==> src/rtl/periphery_apb.sv <==
// APB peripheral cluster: EF_TCC32-style timers followed by simple RTCs, each
// occupying one 256-byte slot above PERIPH_BA. Zero-wait-state APB slave.
module periphery_apb #(
    parameter int                APB_AW       = 32,
    parameter int                APB_DW       = 32,
    parameter logic [APB_AW-1:0] PERIPH_BA    = '0,
    parameter int                EF_TCC32_QTY = 1,
    parameter int                RTC_QTY      = 1
) (
    input  logic                    pclk,
    input  logic                    prst_n,
    input  logic [APB_AW-1:0]       paddr,
    input  logic                    psel,
    input  logic                    penable,
    input  logic                    pwrite,
    input  logic [APB_DW-1:0]       pwdata,
    input  logic [APB_DW/8-1:0]     pstrb,
    output logic                    pready,
    output logic [APB_DW-1:0]       prdata,
    output logic                    pslverr,
    input  logic [EF_TCC32_QTY-1:0] ef_tcc32_ext_clk,
    output logic [EF_TCC32_QTY-1:0] ef_tcc32_irq,
    output logic [EF_TCC32_QTY-1:0] ef_tcc32_pwm,
    output logic [RTC_QTY-1:0]      rtc_irq
);
    localparam int SW = APB_AW - 8;

    // Handshake: a transfer is the access cycle psel&penable; pready is tied 1,
    // so every access completes (write commits, read data sampled) at that edge.
    logic [APB_AW-1:0] off;
    logic [SW-1:0]     slot;
    logic [7:0]        regoff;
    logic              in_range, wr_en, rd_en;
    logic [APB_DW-1:0] wmask, rdata_or;
    logic [EF_TCC32_QTY-1:0][APB_DW-1:0] t_rd;
    logic [RTC_QTY-1:0][APB_DW-1:0]      r_rd;

    assign off      = paddr - PERIPH_BA;
    assign slot     = off[APB_AW-1:8];
    assign regoff   = off[7:0];
    assign in_range = (paddr >= PERIPH_BA) && (slot < SW'(EF_TCC32_QTY + RTC_QTY));
    assign wr_en    = psel & penable & pwrite;
    assign rd_en    = psel & penable & ~pwrite;
    assign pready   = 1'b1;
    assign pslverr  = prst_n & psel & penable & ~in_range;

    always_comb begin
        wmask = '0;
        for (int b = 0; b < APB_DW / 8; b++) wmask[8*b +: 8] = {8{pstrb[b]}};
    end

    function automatic logic [APB_DW-1:0] merge(input logic [APB_DW-1:0] old_v,
                                                input logic [APB_DW-1:0] new_v,
                                                input logic [APB_DW-1:0] m);
        return (old_v & ~m) | (new_v & m);
    endfunction

    for (genvar i = 0; i < EF_TCC32_QTY; i++) begin : g_tmr
        localparam logic [SW-1:0] ID = SW'(i);
        logic              sel, tick, ext_rise, to_evt, cmp_evt;
        logic [3:0]        ctrl_q, ctrl_d;
        logic [APB_DW-1:0] reload_q, reload_d, cmp_q, cmp_d, count_q, count_d, rmux;
        logic [1:0]        im_q, im_d, ris_q, ris_d, ris_clr;
        logic [2:0]        sync_q;
        logic              pwm_q, pwm_d;

        assign sel      = in_range && (slot == ID);
        assign ext_rise = sync_q[1] & ~sync_q[2];
        assign tick     = ctrl_q[0] & (ctrl_q[1] ? ext_rise : 1'b1);

        always_comb begin
            ctrl_d   = ctrl_q;
            reload_d = reload_q;
            cmp_d    = cmp_q;
            count_d  = count_q;
            im_d     = im_q;
            ris_clr  = '0;
            to_evt   = 1'b0;
            cmp_evt  = 1'b0;
            if (tick) begin
                if (count_q == reload_q) begin
                    count_d = '0;
                    to_evt  = 1'b1;
                    if (ctrl_q[3]) ctrl_d[0] = 1'b0;
                end else begin
                    count_d = count_q + 1'b1;
                end
                cmp_evt = (count_d == cmp_q);
            end
            // Register writes come last so they override same-cycle tick updates.
            if (wr_en && sel) begin
                case (regoff)
                    8'h00: if (pstrb[0]) ctrl_d = pwdata[3:0];
                    8'h04: reload_d = merge(reload_q, pwdata, wmask);
                    8'h08: cmp_d = merge(cmp_q, pwdata, wmask);
                    8'h0C: count_d = '0;
                    8'h10: if (pstrb[0]) im_d = pwdata[1:0];
                    8'h18: ris_clr = pwdata[1:0] & {2{pstrb[0]}};
                    default: ;
                endcase
            end
            ris_d = (ris_q & ~ris_clr) | {cmp_evt, to_evt};
            pwm_d = ctrl_d[0] & ctrl_d[2] & (count_d < cmp_d);
        end

        always_ff @(posedge pclk or negedge prst_n) begin
            if (!prst_n) begin
                ctrl_q   <= '0;
                reload_q <= '0;
                cmp_q    <= '0;
                count_q  <= '0;
                im_q     <= '0;
                ris_q    <= '0;
                sync_q   <= '0;
                pwm_q    <= 1'b0;
            end else begin
                ctrl_q   <= ctrl_d;
                reload_q <= reload_d;
                cmp_q    <= cmp_d;
                count_q  <= count_d;
                im_q     <= im_d;
                ris_q    <= ris_d;
                sync_q   <= {sync_q[1:0], ef_tcc32_ext_clk[i]};
                pwm_q    <= pwm_d;
            end
        end

        always_comb begin
            rmux = '0;
            case (regoff)
                8'h00: rmux = {{(APB_DW-4){1'b0}}, ctrl_q};
                8'h04: rmux = reload_q;
                8'h08: rmux = cmp_q;
                8'h0C: rmux = count_q;
                8'h10: rmux = {{(APB_DW-2){1'b0}}, im_q};
                8'h14: rmux = {{(APB_DW-2){1'b0}}, ris_q};
                default: rmux = '0;
            endcase
        end

        assign t_rd[i]         = (rd_en && sel) ? rmux : '0;
        assign ef_tcc32_irq[i] = |(ris_q & im_q);
        assign ef_tcc32_pwm[i] = pwm_q;
    end

    for (genvar i = 0; i < RTC_QTY; i++) begin : g_rtc
        localparam logic [SW-1:0] ID = SW'(EF_TCC32_QTY + i);
        logic              sel, tick, en_q, en_d, im_q, im_d, ris_q, ris_d, ris_clr;
        logic [APB_DW-1:0] presc_q, presc_d, sec_q, sec_d, alarm_q, alarm_d, pcnt_q, pcnt_d;
        logic [APB_DW-1:0] sec_inc, rmux;

        assign sel     = in_range && (slot == ID);
        assign tick    = en_q && (pcnt_q == presc_q);
        assign sec_inc = sec_q + 1'b1;

        always_comb begin
            en_d    = en_q;
            presc_d = presc_q;
            sec_d   = tick ? sec_inc : sec_q;
            alarm_d = alarm_q;
            im_d    = im_q;
            ris_clr = 1'b0;
            pcnt_d  = tick ? '0 : pcnt_q + 1'b1;
            if (wr_en && sel) begin
                case (regoff)
                    8'h00: if (pstrb[0]) en_d = pwdata[0];
                    8'h04: begin
                        presc_d = merge(presc_q, pwdata, wmask);
                        pcnt_d  = '0;
                    end
                    8'h08: sec_d = merge(sec_q, pwdata, wmask);
                    8'h0C: alarm_d = merge(alarm_q, pwdata, wmask);
                    8'h10: if (pstrb[0]) im_d = pwdata[0];
                    8'h18: ris_clr = pwdata[0] & pstrb[0];
                    default: ;
                endcase
            end
            // The prescaler only runs while enabled and restarts from 0 on enable.
            if (!en_q || !en_d) pcnt_d = '0;
            ris_d = (ris_q & ~ris_clr) | (tick && (sec_inc == alarm_q));
        end

        always_ff @(posedge pclk or negedge prst_n) begin
            if (!prst_n) begin
                en_q    <= 1'b0;
                presc_q <= '0;
                sec_q   <= '0;
                alarm_q <= '0;
                im_q    <= 1'b0;
                ris_q   <= 1'b0;
                pcnt_q  <= '0;
            end else begin
                en_q    <= en_d;
                presc_q <= presc_d;
                sec_q   <= sec_d;
                alarm_q <= alarm_d;
                im_q    <= im_d;
                ris_q   <= ris_d;
                pcnt_q  <= pcnt_d;
            end
        end

        always_comb begin
            rmux = '0;
            case (regoff)
                8'h00: rmux = {{(APB_DW-1){1'b0}}, en_q};
                8'h04: rmux = presc_q;
                8'h08: rmux = sec_q;
                8'h0C: rmux = alarm_q;
                8'h10: rmux = {{(APB_DW-1){1'b0}}, im_q};
                8'h14: rmux = {{(APB_DW-1){1'b0}}, ris_q};
                default: rmux = '0;
            endcase
        end

        assign r_rd[i]    = (rd_en && sel) ? rmux : '0;
        assign rtc_irq[i] = ris_q & im_q;
    end

    always_comb begin
        rdata_or = '0;
        for (int t = 0; t < EF_TCC32_QTY; t++) rdata_or = rdata_or | t_rd[t];
        for (int r = 0; r < RTC_QTY; r++) rdata_or = rdata_or | r_rd[r];
    end

    assign prdata = prst_n ? rdata_or : '0;
endmodule

==> config.mk <==
export PLATFORM = sky130hd
export DESIGN_NAME = periphery_apb
export DESIGN_NICKNAME = d
export VERILOG_FILES = /design/src/rtl/periphery_apb.sv
export SDC_FILE = /design/constraint.sdc
export NUM_CORES = 1
export LEC_CHECK = 0
export CAP_MARGIN = 20
export CORE_ASPECT_RATIO = 1.5
export CORE_MARGIN = 5
export CORE_UTILIZATION = 33
export DETAILED_ROUTE_END_ITERATION = 6
export SYNTH_ARGS = -nofsm -noshare
export SYNTH_HDL_FRONTEND = slang
export SYNTH_SLANG_ARGS = --single-unit
==> constraint.sdc <==
create_clock -name pclk -period 4.53 [get_ports pclk]
set_input_delay 1.1325 -clock pclk [delete_from_list [all_inputs] [get_ports pclk]]
set_output_delay 1.1325 -clock pclk [all_outputs]
set_load 0.05 [all_outputs]
### Word level (Yosys, flattened, before mapping)

Cells that the tools add are included.

| storage, ports and cells | value |
|---|---|
| word-level logic and storage cells | 126 |
| register bits | 239 |

| operators by class | value |
|---|---|
| bitwise gates (word level) | 36 |
| $lt $le $gt $ge | 3 |
| eq/ne operators | 11 |
| reductions and logical operators | 21 |
| add/subtract/negate cells | 3 |
| multiplexer cells | 36 |

Operator list:

| cell | count |
|---|---|
| $mux W32 | 17 |
| $pmux W32 S6 | 2 |
| $and A32 B32 Y32 | 6 |
| $or A32 B32 Y32 | 6 |
| $eq A32 B32 Y1 | 4 |
| $add A32 B1 Y32 const B | 3 |
| $ge A32 B1 Y1 const B | 1 |
| $lt A32 B32 Y1 | 1 |
| $not A32 Y32 | 1 |
| $eq A24 B1 Y1 const B | 1 |
| $eq A8 B5 Y1 const B | 3 |
| $logic_not A24 Y1 | 1 |
| $lt A24 B2 Y1 const B | 1 |
| $eq A8 B4 Y1 const B | 2 |
| $and A1 B1 Y1 | 13 |
| $mux W1 | 12 |
| $logic_and A1 B1 Y1 | 9 |
| $mux W3 | 3 |
| $reduce_and A3 Y1 | 3 |
| $eq A8 B3 Y1 const B | 1 |
| $logic_not A8 Y1 | 1 |
| $and A2 B2 Y2 | 3 |
| $reduce_and A2 Y1 | 3 |
| $mux W2 | 2 |
| other kinds (7) | 11 |

### Longest topological paths before layout

| logic depth | value |
|---|---|
| depth in word-level cells | 10 |
| depth in mapped cells | 21 |
| depth with buffers taken out | 18 |

### Least setup slack after synthesis

No wires, ideal clock.

| timing | value |
|---|---|
| kind | input -> output |
| start | input port paddr[0] |
| end | output port prdata[0] |
| arrival | 3.467 ns |
| stages on the path | 6 |
| path slack | -0.070 ns |
| path buffers | 0 |
| cell sequence | or4_1 -> or3_1 -> nor3b_1 -> a221o_1 -> a22oi_1 -> nor2_1 |

| on the way | value |
|---|---|
| word-level cells in the longest chain between the ends | 7 |
| elaborated cells between the ends (all ways) | 18 |
| those cells by class | order compare: 1; eq/ne: 5; mux: 5; bitwise: 1; reduce/logical: 6 |

Ends and longest elaborated chain:

| what | line | source |
|---|---|---|
| start, declared | 12 | `input logic [APB_AW-1:0] paddr,` |
| $ge A32 B1 Y1 | 41 | `assign in_range = (paddr >= PERIPH_BA) && (slot < SW'(EF_TCC32_QTY + RTC_QTY));` |
| $logic_and A1 B1 Y1 | 41 |  |
| $logic_and A1 B1 Y1, on equally long branches | 67, 152 |  |
| $logic_and A1 B1 Y1, on equally long branches | 141, 216 |  |
| $mux W32, on equally long branches | 141, 216 |  |
| $or A32 B32 Y32 * | 223 | `for (int r = 0; r < RTC_QTY; r++) rdata_or = rdata_or \| r_rd[r];` |
| $mux W32 * | 226 | `assign prdata = prst_n ? rdata_or : '0;` |
| end, declared | 19 | `output logic [APB_DW-1:0] prdata,` |

Every way passes the cells marked *; elsewhere a longest branch is shown, timed or not.

### Final worst setup path

| timing | value |
|---|---|
| start | input port paddr[1] |
| end | register g_tmr[0].ris_q[0] |

| on the way | value |
|---|---|
| word-level cells in the longest chain between the ends | 8 |
| elaborated cells between the ends (all ways) | 10 |
| those cells by class | order compare: 1; eq/ne: 1; mux: 2; bitwise: 3; reduce/logical: 3 |

Ends and longest elaborated chain:

| what | line | source |
|---|---|---|
| $ge A32 B1 Y1 | 41 |  |
| $logic_and A1 B1 Y1 | 41 |  |
| $logic_and A1 B1 Y1 | 67 | `assign sel = in_range && (slot == ID);` |
| $logic_and A1 B1 Y1 | 91 | `if (wr_en && sel) begin` |
| $mux W2 * | 91 |  |
| $not A2 Y2 * | 102 | `ris_d = (ris_q & ~ris_clr) \| {cmp_evt, to_evt};` |
| $and A2 B2 Y2 * | 102 |  |
| $or A2 B2 Y2 * | 102 |  |
| via g_tmr[0].ris_d[0] | 63 | `logic [1:0] im_q, im_d, ris_q, ris_d, ris_clr;` |
| end signal, assigned | 122 | `ris_q <= ris_d;` |
| end, declared | 63 |  |

Mark *: on every way through the listed nets, which the timed path passes. The rest lies on a longest branch.
A chain may end at the register's enable or synchronous reset.

==> reports/metrics.cfg <==
[status]
status=finished clean

[floorplan]
coreArea_mm2=0.04770
die_w_um=189.4
die-area_mm2=0.05286
ios=111
rows=98
start_util_pct=33.40
die_h_um=279.1

[global_route]
antenna_found_initial=3
grt_pass1_wl_um=93630
grt_usage_pct=22.92
grt_max_degree=84
grt_pass1_vias=14900
gr-total-overflow=0

[critical_path]
cpMaxStageDelayCell=clkdlybuf4s50_1
path_class=in -> reg
r2r-start=g_tmr[0].count_q[29]
max_stage_delay_ns=0.50
critPathMaxFanout=3
critPathArrivalTime_ns=4.99
critPathLaunchType=input port
critPathTopFamily=buffers and inverters
crit_path_end_kind=register
required_ns=5.01
path_common_cell=buf_4
critPathBufInv=25
worstSetupStartpoint=paddr[1]

[logic_synthesis]
synth-edff-count=0
syn_inst=1684
netlist_area_mm2=0.01593
synthTopCellsByArea=dfrtp_1 (38%), mux2_2 (12%), xor2_1 (6.3%), nor2_1 (3.8%), xnor2_1 (3.6%)
ys.warnings.count=0
synth_nets=1792
synthDistinctLibCells=83
synthFlopType=dfrtp_1
ys_async_sr_fraction_pct=100.0
yosys.area.top_type_share_pct=37.54
avgSynthCellArea_um2=9.460
yosysTopAreaCell=dfrtp_1
ys_seq_area_share_pct=37.54
ys_ff_latch=239

[finish]
drive_gt1_share_pct=26.84
final_util_pct=42.82
area_delta_synth_final_pct=28.21
final_common_cell=dfrtp_1
layout.nets=1994
most-common-layout-cells=dfrtp_1 (239), mux2_2 (168), buf_4 (161)

[sta]
fmax_ghz=0.2218
rsz0062_at_grt=yes
fin_crit_sh_pct=99.51
hold_viol=0
finalClockSkew_ns=0.02312
worstMarginPinSlew_ns=0.9081
relSlewSlack_pct=38.90
slew_viol_final=0
post-route-min-period_ns=4.508
setup_viol_count_final=0
layout_setup_ws_ns=0.02212

[clock_tree]
root_buffer=clkbuf_16
clock_latency_ns=0.57
path_clk_slew_ns=0.06
holdBufCountCts=0
cts-htree-levels=1
numCtsBuffers=26
clkSinkCount=239
cts_tree=yes
ctsLongestPathBuffers=3

[hold_path]
min_from=g_tmr[0].sync_q[0]
holdCritPathClass=reg -> reg

[route]
drtAntennaViolNets=0
routed_wl_um=62700
drc_errors=0
post_drt_wl_per_cell_um=25.07
firstDrtPassIters=5
vias_per_cell=5.808
vias=14530
drtIter0Drc=1376

[placement]
dp_hpwl_um=47240
place_ws_ns=-0.5020
portBuffers=109
place_congestion=1.003

[power]
power_uw=4601
p_per_area_mw_per_mm2=225.3
ir_drop_uv=261.9
total_leakage_power_uw=0.009700

[run]
maxCapViolCount=0

## final timing paths
path | to | slack, ns | cells after the start
min in group asynchronous | async pin | 0.52 | 1
worst min register to register | g_tmr[0].sync_q[1] | 0.35 | 0
worst max register to register | ef_tcc32_pwm | 0.37 | 18
max in group asynchronous | async pin | 2.78 | 2
worst min-delay path | g_tmr[0].sync_q[1] | 0.35 | 0
worst max-delay path | g_tmr[0].ris_q[0] | 0.02 | 29
## timing repair
item                                    in CTS  in global routing
endpoints found under the setup margin      32                 33
gates cloned                                 4                  1
setup buffers                               29                  1
resized for setup                           62                 42
endpoints found under the hold margin        0                  0
pin swaps                                   14                 16
## synth_stat cells, drive strengths merged, types with 34 or more instances
cell,number
a21oi,64
a22oi,70
and2,47
buf,37
clkbuf,74
dfrtp,239
ha,34
inv,46
mux2,168
nand2,100
nand3,45
nand4,40
nor2,161
o21ai,56
o22ai,38
xnor2,66
xor2,115
## final cells by class
class / count / area [um^2]
fill: 4508 / 27270
multi-input combinational: 1288 / 9674
sequential: 239 / 5981
timing repair buffer: 285 / 2985
tap: 600 / 750.7
clock inverter: 7 / 123.9
inverter: 46 / 172.7
antenna: 1 / 2.502
clock buffer: 35 / 734.5
## per-layer routing
metal	routed length (um)	global-route usage, %	up-vias	part of all wire (%)
li1	-	-	6514	-
met1	22600	25.64	7245	36
met3	2687	1.926	200	4.3
met2	32800	42.23	566	52
met5	13	0	-	0.021
met4	4601	13.34	2	7.3
## report_power, final
part | total, uW | switching, uW | internal (uW)
combinational | 254 | 161 | 92.1
sequential | 2140 | 0.396 | 2140
clock | 2210 | 915 | 1300
## cells by family after synthesis
family,share of synthesized area [%]
and+or+nand+nor,18.13
AOI/OAI and AO/OA,13.71
DFF,37.54
muxes,13.73
xor gates and xnor gates,10.23
buffers and inverters,3.958
adders and majority gates,2.670
other,0.02354
## per-stage QoR
stage	setup TNS, ns	std cells	cell area, um^2	hold WS, ns
final	0	2501	20420	0.3507
after global routing	-0.04812	2501	20420	0.3565
after CTS	0	2500	20250	0.3532
after detailed placement	-7.713	2425	18830	0.3402
after global placement	-6.778	2425	18830	0.3376
after floorplan	0	1684	15930	0.3312
No activity file was read; power rests on OpenSTA's default activity.
